### config.mk
export PLATFORM = sky130hd
export DESIGN_NAME = inst_fetch_queue
export DESIGN_NICKNAME = d
export VERILOG_FILES = /design/src/rtl/inst_fetch_queue.sv
export SDC_FILE = /design/constraint.sdc
export NUM_CORES = 1
export LEC_CHECK = 0
export CORE_MARGIN = 3
export CORE_UTILIZATION = 54
export DETAILED_ROUTE_END_ITERATION = 7
export PLACE_DENSITY = 0.76
export SETUP_SLACK_MARGIN = 0.2
export SYNTH_ARGS = -nofsm -noshare
export SYNTH_HDL_FRONTEND = slang
export SYNTH_SLANG_ARGS = --single-unit
### constraint.sdc
create_clock -name clk -period 4.1 [get_ports clk]
set_clock_uncertainty 0.2 [all_clocks]
set_input_delay 0.82 -clock clk [delete_from_list [all_inputs] [get_ports clk]]
set_output_delay 0.82 -clock clk [all_outputs]
set_load 0.01 [all_outputs]
### src/rtl/inst_fetch_queue.sv
// Instruction fetch queue: a small circular FIFO between fetch and decode.
// Holds {pc, inst} packets, supports push and pop in the same cycle, and
// is cleared in one edge by a redirect flush. Flushed entries are added
// to a saturating drop counter. The head entry is masked to zero when the
// queue is empty.
module inst_fetch_queue #(
  parameter int DATA_W = 64,
  parameter int DEPTH  = 4,
  parameter int CNT_W  = 16
) (
  input  logic                     clk,
  input  logic                     rst,
  input  logic                     flush,
  input  logic                     in_valid,
  output logic                     in_allowin,
  input  logic [DATA_W-1:0]        in_data,
  output logic                     out_valid,
  input  logic                     out_allowin,
  output logic [DATA_W-1:0]        out_data,
  output logic [$clog2(DEPTH):0]   count,
  output logic                     full,
  output logic                     empty,
  output logic [CNT_W-1:0]         drop_cnt
);

  localparam int PTR_W = $clog2(DEPTH);
  localparam int CW    = PTR_W + 1;
  localparam int SUM_W = ((CNT_W > CW) ? CNT_W : CW) + 1;
  localparam logic [CNT_W-1:0] CNT_MAX = '1;

  logic [DATA_W-1:0] mem [DEPTH];
  logic [PTR_W-1:0]  wr_ptr;
  logic [PTR_W-1:0]  rd_ptr;
  logic              push;
  logic              pop;
  logic [SUM_W-1:0]  drop_sum;
  logic              drop_sat;

  // Status flags, handshakes and the masked head entry.
  // NOTE: every output of a combinational block gets a value on every path
  // (here by a default first), otherwise synthesis infers a latch.
  always_comb begin
    full       = 1'b0;
    empty      = 1'b0;
    in_allowin = 1'b0;
    out_valid  = 1'b0;
    out_data   = '0;
    push       = 1'b0;
    pop        = 1'b0;
    drop_sum   = '0;
    drop_sat   = 1'b0;

    full       = (count == CW'(DEPTH));
    empty      = (count == '0);
    in_allowin = !full || out_allowin;
    out_valid  = !empty;
    if (out_valid) begin
      out_data = mem[rd_ptr];
    end
    // Flush wins over both handshakes; a full queue can still take a new
    // entry when the head leaves in the same cycle.
    push     = in_valid && in_allowin && !flush;
    pop      = out_valid && out_allowin && !flush;
    drop_sum = SUM_W'(drop_cnt) + SUM_W'(count);
    drop_sat = (drop_sum > SUM_W'(CNT_MAX));
  end

  // Entry storage: written at the write pointer on an accepted push.
  // NOTE: the storage array is deliberately left out of reset; its contents
  // are never visible because out_data is masked while the queue is empty.
  always_ff @(posedge clk) begin
    if (push) begin
      mem[wr_ptr] <= in_data;
    end
  end

  // Pointers and occupancy: advance on handshakes, clear on flush.
  // NOTE: state registers use non-blocking assignments so all of them
  // update together from the values seen before the edge.
  always_ff @(posedge clk or posedge rst) begin
    if (rst) begin
      wr_ptr <= '0;
      rd_ptr <= '0;
      count  <= '0;
    end else if (flush) begin
      wr_ptr <= '0;
      rd_ptr <= '0;
      count  <= '0;
    end else begin
      if (push) begin
        wr_ptr <= wr_ptr + PTR_W'(1);
      end
      if (pop) begin
        rd_ptr <= rd_ptr + PTR_W'(1);
      end
      case ({push, pop})
        2'b10:   count <= count + CW'(1);
        2'b01:   count <= count - CW'(1);
        default: count <= count;
      endcase
    end
  end

  // Flush statistics: add the discarded occupancy, saturating at all-ones.
  always_ff @(posedge clk or posedge rst) begin
    if (rst) begin
      drop_cnt <= '0;
    end else if (flush) begin
      drop_cnt <= drop_sat ? CNT_MAX : drop_sum[CNT_W-1:0];
    end
  end

endmodule

==> flow_summary.toml, run 1 <==
[finish]
num-fill-cells = 1230
antenna_cells = 0
register_area_mm2 = 0.00827
layout.cells.non_filler = 1018
syn2layout_area_growth_pct = 25.4
multi_input_area_mm2 = 0.00269
drive_above_1_share = 0.170
final_nets = 812

[yosys]
synth.yosys.warnings = 0
synth_top_cell_by_area = "edfxtp_1"
synth_area_mm2 = 0.0111
synth_top_area_frac = 0.692
ys_seq_area_frac = 0.744
avgSynthCellArea_um2 = 19.8
synth_ff_type = "edfxtp_1"
synthCells = 562
syn_nets = 640
synth_edf_count = 256
synthTopCellsByArea = "edfxtp_1 69%, mux4_2 13%, dfrtp_1 5.2%"
synth-seq-cells = 279
synth_cell_type_count = 53
async_flop_share = 0.0824

[timing]
max_freq_mhz = 267
setup_viol = 0
rsz0062_at_grt = "false"
finalHoldViolCount = 0
worstMarginPinSlew_ps = 867
worst_slack_ps = 352
min_period_over_period = 0.914
max-slew-margin-rel = 0.421
finalSetupTns_ps = 0
min_period_ps = 3750
drv_slew = 0

[critical_path]
cp-end-kind = "primary output"
path_max_fanout = 29
crit_path_start_kind = "flop"
crit_arrival_ps = 2730
worstPathRequired_ps = 3080
worst-setup-path-type = "flop to primary output"

[routing]
vias = 5797
wirelength_um = 21900
dr.pass1.iters = 4
drt_iter0_markers = 356
avgViaCountPerCell = 5.69
antenna_left = 0
routedWlPerCell_um = 21.5
remaining_drc_errors = 0

[cts]
cts-resized-gates = 1
post-cts-setup-buffers = 0
cts.sinks = 279
cts_tree = "done"
cts-root-buf = "clkbuf_16"
cts_hold_buf = 0
numCtsBuffers = 28
clk_latency_ps = 520
cts_buffer_depth = 3
htree_levels = 1
clk_pin_slew_ps = 60

[global_route]
antenna_found_initial = 1
grt_max_degree = 69
grt_pass1_wl_um = 34800
grt_overflow = 0
grt_util_all_layers = 0.203
first_global_vias = 6206

[floorplanning]
io_pins = 156
die_area_mm2 = 0.0223
design.core.area_mm2 = 0.0198
start_util = 0.560
die_w_um = 149
die_y_um = 149
num_rows = 51

[placed_design]
place.gp.congestion = 0.840
place_inst = 969
place.port_buffers = 155
post-place-ws_ps = 495
hpwl_um = 13700

[power]
leakage_nw = 4.58
ir_drop_mv = 0.379
cellPowerDensity_mw_per_mm2 = 478
p_total_mw = 6.66

[status]
outcome = "finished, final reports clean"

[min_path]
hp-class = "flop to flop"

[flow_run]
max_cap_violations = 0
## worst max-delay path, cell delays in order, from the launching register on
cell	delay (ps)
dfrtp_4	600
buf_12	290
mux4_2	590
and2_1	200
clkdlybuf4s50_1	490
## Yosys cell counts, drive strengths merged, types with 2 or more instances
master and n:
clkbuf 13, o31ai 4, a21oi 8, a211oi 2, ha 7, dfrtp 23, o21ai 3, fa 2
o211ai 3, or4 4, and4 2, nor2 7, mux4 64, nand2 14, nand3 11, xnor2 6
nor2b 2, inv 11, xor2 6, buf 14, and2 71, nor3b 2, nand4 3, o22a 3
edfxtp 256, and3 2
## flip-flops by register name (all words and copies together) (netlist names)
| signal | count |
|---|---|
| count | 3 |
| rd_ptr | 2 |
| mem | 256 |
| wr_ptr | 2 |
| drop_cnt | 16 |
## metal layers
layer / vias up / GRT usage / part of all wire
li1: 2589 / - / -
met1: 2973 / 0.280 / 0.40
met2: 197 / 0.335 / 0.50
met3: 36 / 0.0503 / 0.075
met4: 2 / 0.0453 / 0.019
met5: - / 0 / 0.00059
## cell families (layout without fill, tap and decap cells)
group,count (synthesis),in the layout,share of synthesized area
xor gates and xnor gates,12,12,0.00946
adders and majority gates,9,9,0.0115
muxes,65,65,0.131
DFF,279,279,0.744
buffers and inverters,38,229,0.0151
AOI/OAI and AO/OA,32,32,0.0202
and+or+nand+nor,127,127,0.0692
## area by class of cell
| class | count | area share |
|---|---|---|
| flip-flops and latches | 279 | 0.594 |
| multi-input cells | 245 | 0.193 |
| repair buffers | 169 | 0.127 |
| clock buffers | 33 | 0.0516 |
| well taps | 265 | 0.0238 |
| clock inverters | 16 | 0.00790 |
| inverters | 11 | 0.00296 |
## cells in the final DEF (no fill, tap or decap), types with 7 or more instances in the layout
cell type / netlist / routed
a21oi_1: 8 / 8
and2_1: 71 / 67
buf_12: 0 / 9
clkbuf_16: 0 / 28
clkdlybuf4s50_1: 0 / 155
clkinv_1: 0 / 7
dfrtp_1: 23 / 21
edfxtp_1: 256 / 256
ha_1: 7 / 7
inv_1: 11 / 11
mux4_2: 64 / 64
nand2_1: 14 / 14
nand3_1: 10 / 10
nor2_1: 7 / 7
## where the power goes
part | switching (mW) | internal [mW] | leakage [nW] | total, mW
combinational | 0.465 | 0.587 | 1.55 | 1.05
sequential | 0.0909 | 3.23 | 2.62 | 3.32
clock | 0.978 | 1.31 | 0.407 | 2.29
total | 1.53 | 5.12 | 4.58 | 6.66
## path summary, 6_finish.rpt
| check | from | endpoint | slack (ps) | cells past startpoint |
|---|---|---|---|---|
| min reg2reg | drop_cnt[2] | drop_cnt[2] | 360 | 1 |
| max reg2reg | count[1] | count[2] | 1190 | 7 |
| max in group asynchronous | rst | rd_ptr[1] | 2490 | 2 |
| min | drop_cnt[2] | drop_cnt[2] | 360 | 1 |
| min in group asynchronous | rst | drop_cnt[2] | 580 | 2 |
| max | rd_ptr[0] | out_data[1] | 350 | 4 |
## per-stage QoR
stage               area [um2]  utilization  hold WS (ps)
detailed placement       13100        0.660           347
floorplan                11100            -           343
CTS                      13900        0.702           361
finish                   13900        0.702           361
global route             13900        0.702           387
global placement         13100        0.660           338
Note: power is estimated with default switching activity, not from simulation.
==> inputs of run 2 (changes only) <==
--- a/config.mk
+++ b/config.mk
@@ -5,11 +5,10 @@
 export SDC_FILE = /design/constraint.sdc
 export NUM_CORES = 1
 export LEC_CHECK = 0
-export CORE_MARGIN = 3
+export CORE_MARGIN = 2
 export CORE_UTILIZATION = 54
 export DETAILED_ROUTE_END_ITERATION = 7
 export PLACE_DENSITY = 0.76
-export SETUP_SLACK_MARGIN = 0.2
 export SYNTH_ARGS = -nofsm -noshare
 export SYNTH_HDL_FRONTEND = slang
 export SYNTH_SLANG_ARGS = --single-unit
==> flow_summary.toml, run 2 (synthesis results as in run 1) <==
[routing]
routedWlPerCell_um = 20.7
wirelength_um = 21200
remaining_drc_errors = 0
antenna_left = 0
vias = 5752
dr.pass1.iters = 5
avgViaCountPerCell = 5.61
drt_iter0_markers = 363

[timing]
finalSetupTns_ps = 0
max-slew-margin-rel = 0.409
min_period_over_period = 0.921
finalHoldViolCount = 0
setup_viol = 0
rsz0062_at_grt = "false"
max_freq_mhz = 265
worstMarginPinSlew_ps = 886
drv_slew = 0
min_period_ps = 3780

[power]
power.switching_mw = 1.54
cellPowerDensity_mw_per_mm2 = 481
internal_power_mw = 5.16
ir_drop_mv = 0.319
seq_power_share = 0.496
pwr-share-comb = 0.155
leakage_nw = 4.58
p_sw_frac = 0.229
p_clk_frac = 0.349

[placed_design]
place_area_mm2 = 0.0131
place_inst = 974
place.port_buffers = 155
place.gp.congestion = 0.810
hpwl_um = 12900

[global_route]
antenna_found_initial = 1
grt_pass1_wl_um = 33800
grt_overflow = 0
grt_max_degree = 69
grt_util_all_layers = 0.200
first_global_vias = 6173

[finish]
final_nets = 812
layout.cells.non_filler = 1026
antenna_cells = 0
regMostFlops = "mem"
largest_registers = "mem (256), drop_cnt (16), count (3)"
finish.utilization = 0.688
largest_register_ffs = 256
layout_common_cells = "256 x edfxtp_1, 155 x clkdlybuf4s50_1, 67 x and2_1"
syn2layout_area_growth_pct = 25.4
num-fill-cells = 1291
layout_commonest_cell = "edfxtp_1"
fin_area_mm2 = 0.0139
drive_above_1_share = 0.167

[cts]
htree_levels = 1
clk_pin_slew_ps = 60
cts_tree = "done"
numCtsBuffers = 28
cts_buffer_depth = 3
cts-root-buf = "clkbuf_16"
post-cts-setup-buffers = 0
cts.sinks = 279
clk_latency_ps = 530

[critical_path]
worst-setup-path-type = "flop to primary output"
reg2reg_depth = 8
slowest_stage = "dfrtp_4"
crit_arrival_ps = 2760
crit_path_start_kind = "flop"
critPathMaxStageDelay_ps = 660
path_max_fanout = 26
crit_path_cell_trace = "buf_12 > mux4_2 > and2_1 > clkdlybuf4s50_1"
worstPathRequired_ps = 3080
ff2ff_setup_slack_ps = 1160
cp-end-kind = "primary output"

[floorplanning]
num_rows = 52
die_y_um = 147
start_util = 0.549
die_w_um = 147
design.core.area_mm2 = 0.0202
die_area_mm2 = 0.0217
io_pins = 156

[min_path]
holdPathStages = 1
hp-class = "flop to flop"

[status]
outcome = "finished, final reports clean"

[flow_run]
max_cap_violations = 0
==> run 2: cell type report <==
type	instances	area, um2	area share
Clock buffer	43	767	0.0551
Clock inverter	9	77.6	0.00557
Inverter	11	41.3	0.00296
Multi-Input combinational cell	245	2690	0.193
Sequential cell	279	8270	0.594
Tap cell	270	338	0.0242
Timing Repair Buffer	169	1740	0.125
==> run 2: critical path: cells and delay by family (launching register included) <==
kind	cells	cell delay, ps
multiplexers	1	580
flip-flops	1	660
buffers and inverters	2	780
AND/OR/NAND/NOR	1	200
==> run 2: path summary, 6_finish.rpt <==
path	start	endpoint
setup / recovery	rd_ptr[0]	out_data[35]
hold reg to reg	drop_cnt[2]	drop_cnt[2]
setup reg to reg	count[1]	count[1]
max in group asynchronous	rst	rd_ptr[0]
hold / removal	drop_cnt[2]	drop_cnt[2]
min in group asynchronous	rst	drop_cnt[1]
==> run 2: power groups by stage <==
stage	combinational (mW)	sequential [mW]	clock [mW]
finish	1.04	3.32	2.34
global route	1.13	3.33	2.49
CTS	1.05	3.32	2.39
detailed placement	1.05	3.38	0
global placement	1.03	3.37	0
floorplan	0.547	3.36	0
==> run 2: per-stage QoR <==
| stage | total power, mW | hold slack, ps | worst slack [ps] |
|---|---|---|---|
| final | 6.70 | 346 | 325 |
| after global routing | 6.95 | 360 | 168 |
| after CTS | 6.77 | 345 | 117 |
| after detailed placement | 4.43 | 331 | 685 |
| after global placement | 4.39 | 328 | 695 |
| after floorplan | 3.91 | 343 | 555 |
==> run 2: repair_timing <==
item	4_1_cts	5_1_grt
setup endpoints to repair	0	5
hold buffers	0	0
gates resized for setup	0	1
==> run 2: routing by layer <==
layer / part of all wire / GRT usage / vias to the layer above
li1: - / - / 2598
met3: 0.061 / 0.0448 / 33
met2: 0.51 / 0.340 / 198
met1: 0.41 / 0.270 / 2921
met5: 0.00061 / 0 / -
met4: 0.020 / 0.0457 / 2
==> inputs of run 3 (changes only) <==
--- a/config.mk
+++ b/config.mk
@@ -5,6 +5,7 @@
 export SDC_FILE = /design/constraint.sdc
 export NUM_CORES = 1
 export LEC_CHECK = 0
+export ABC_CLOCK_PERIOD_IN_PS = 4100
 export CORE_MARGIN = 2
 export CORE_UTILIZATION = 54
 export DETAILED_ROUTE_END_ITERATION = 7
@@ -12,3 +13,4 @@
 export SYNTH_ARGS = -nofsm -noshare
 export SYNTH_HDL_FRONTEND = slang
 export SYNTH_SLANG_ARGS = --single-unit
+export TNS_END_PERCENT = 50
==> results of run 3 <==
No change in the layout: final DEF, timing and power equal those of run 2.
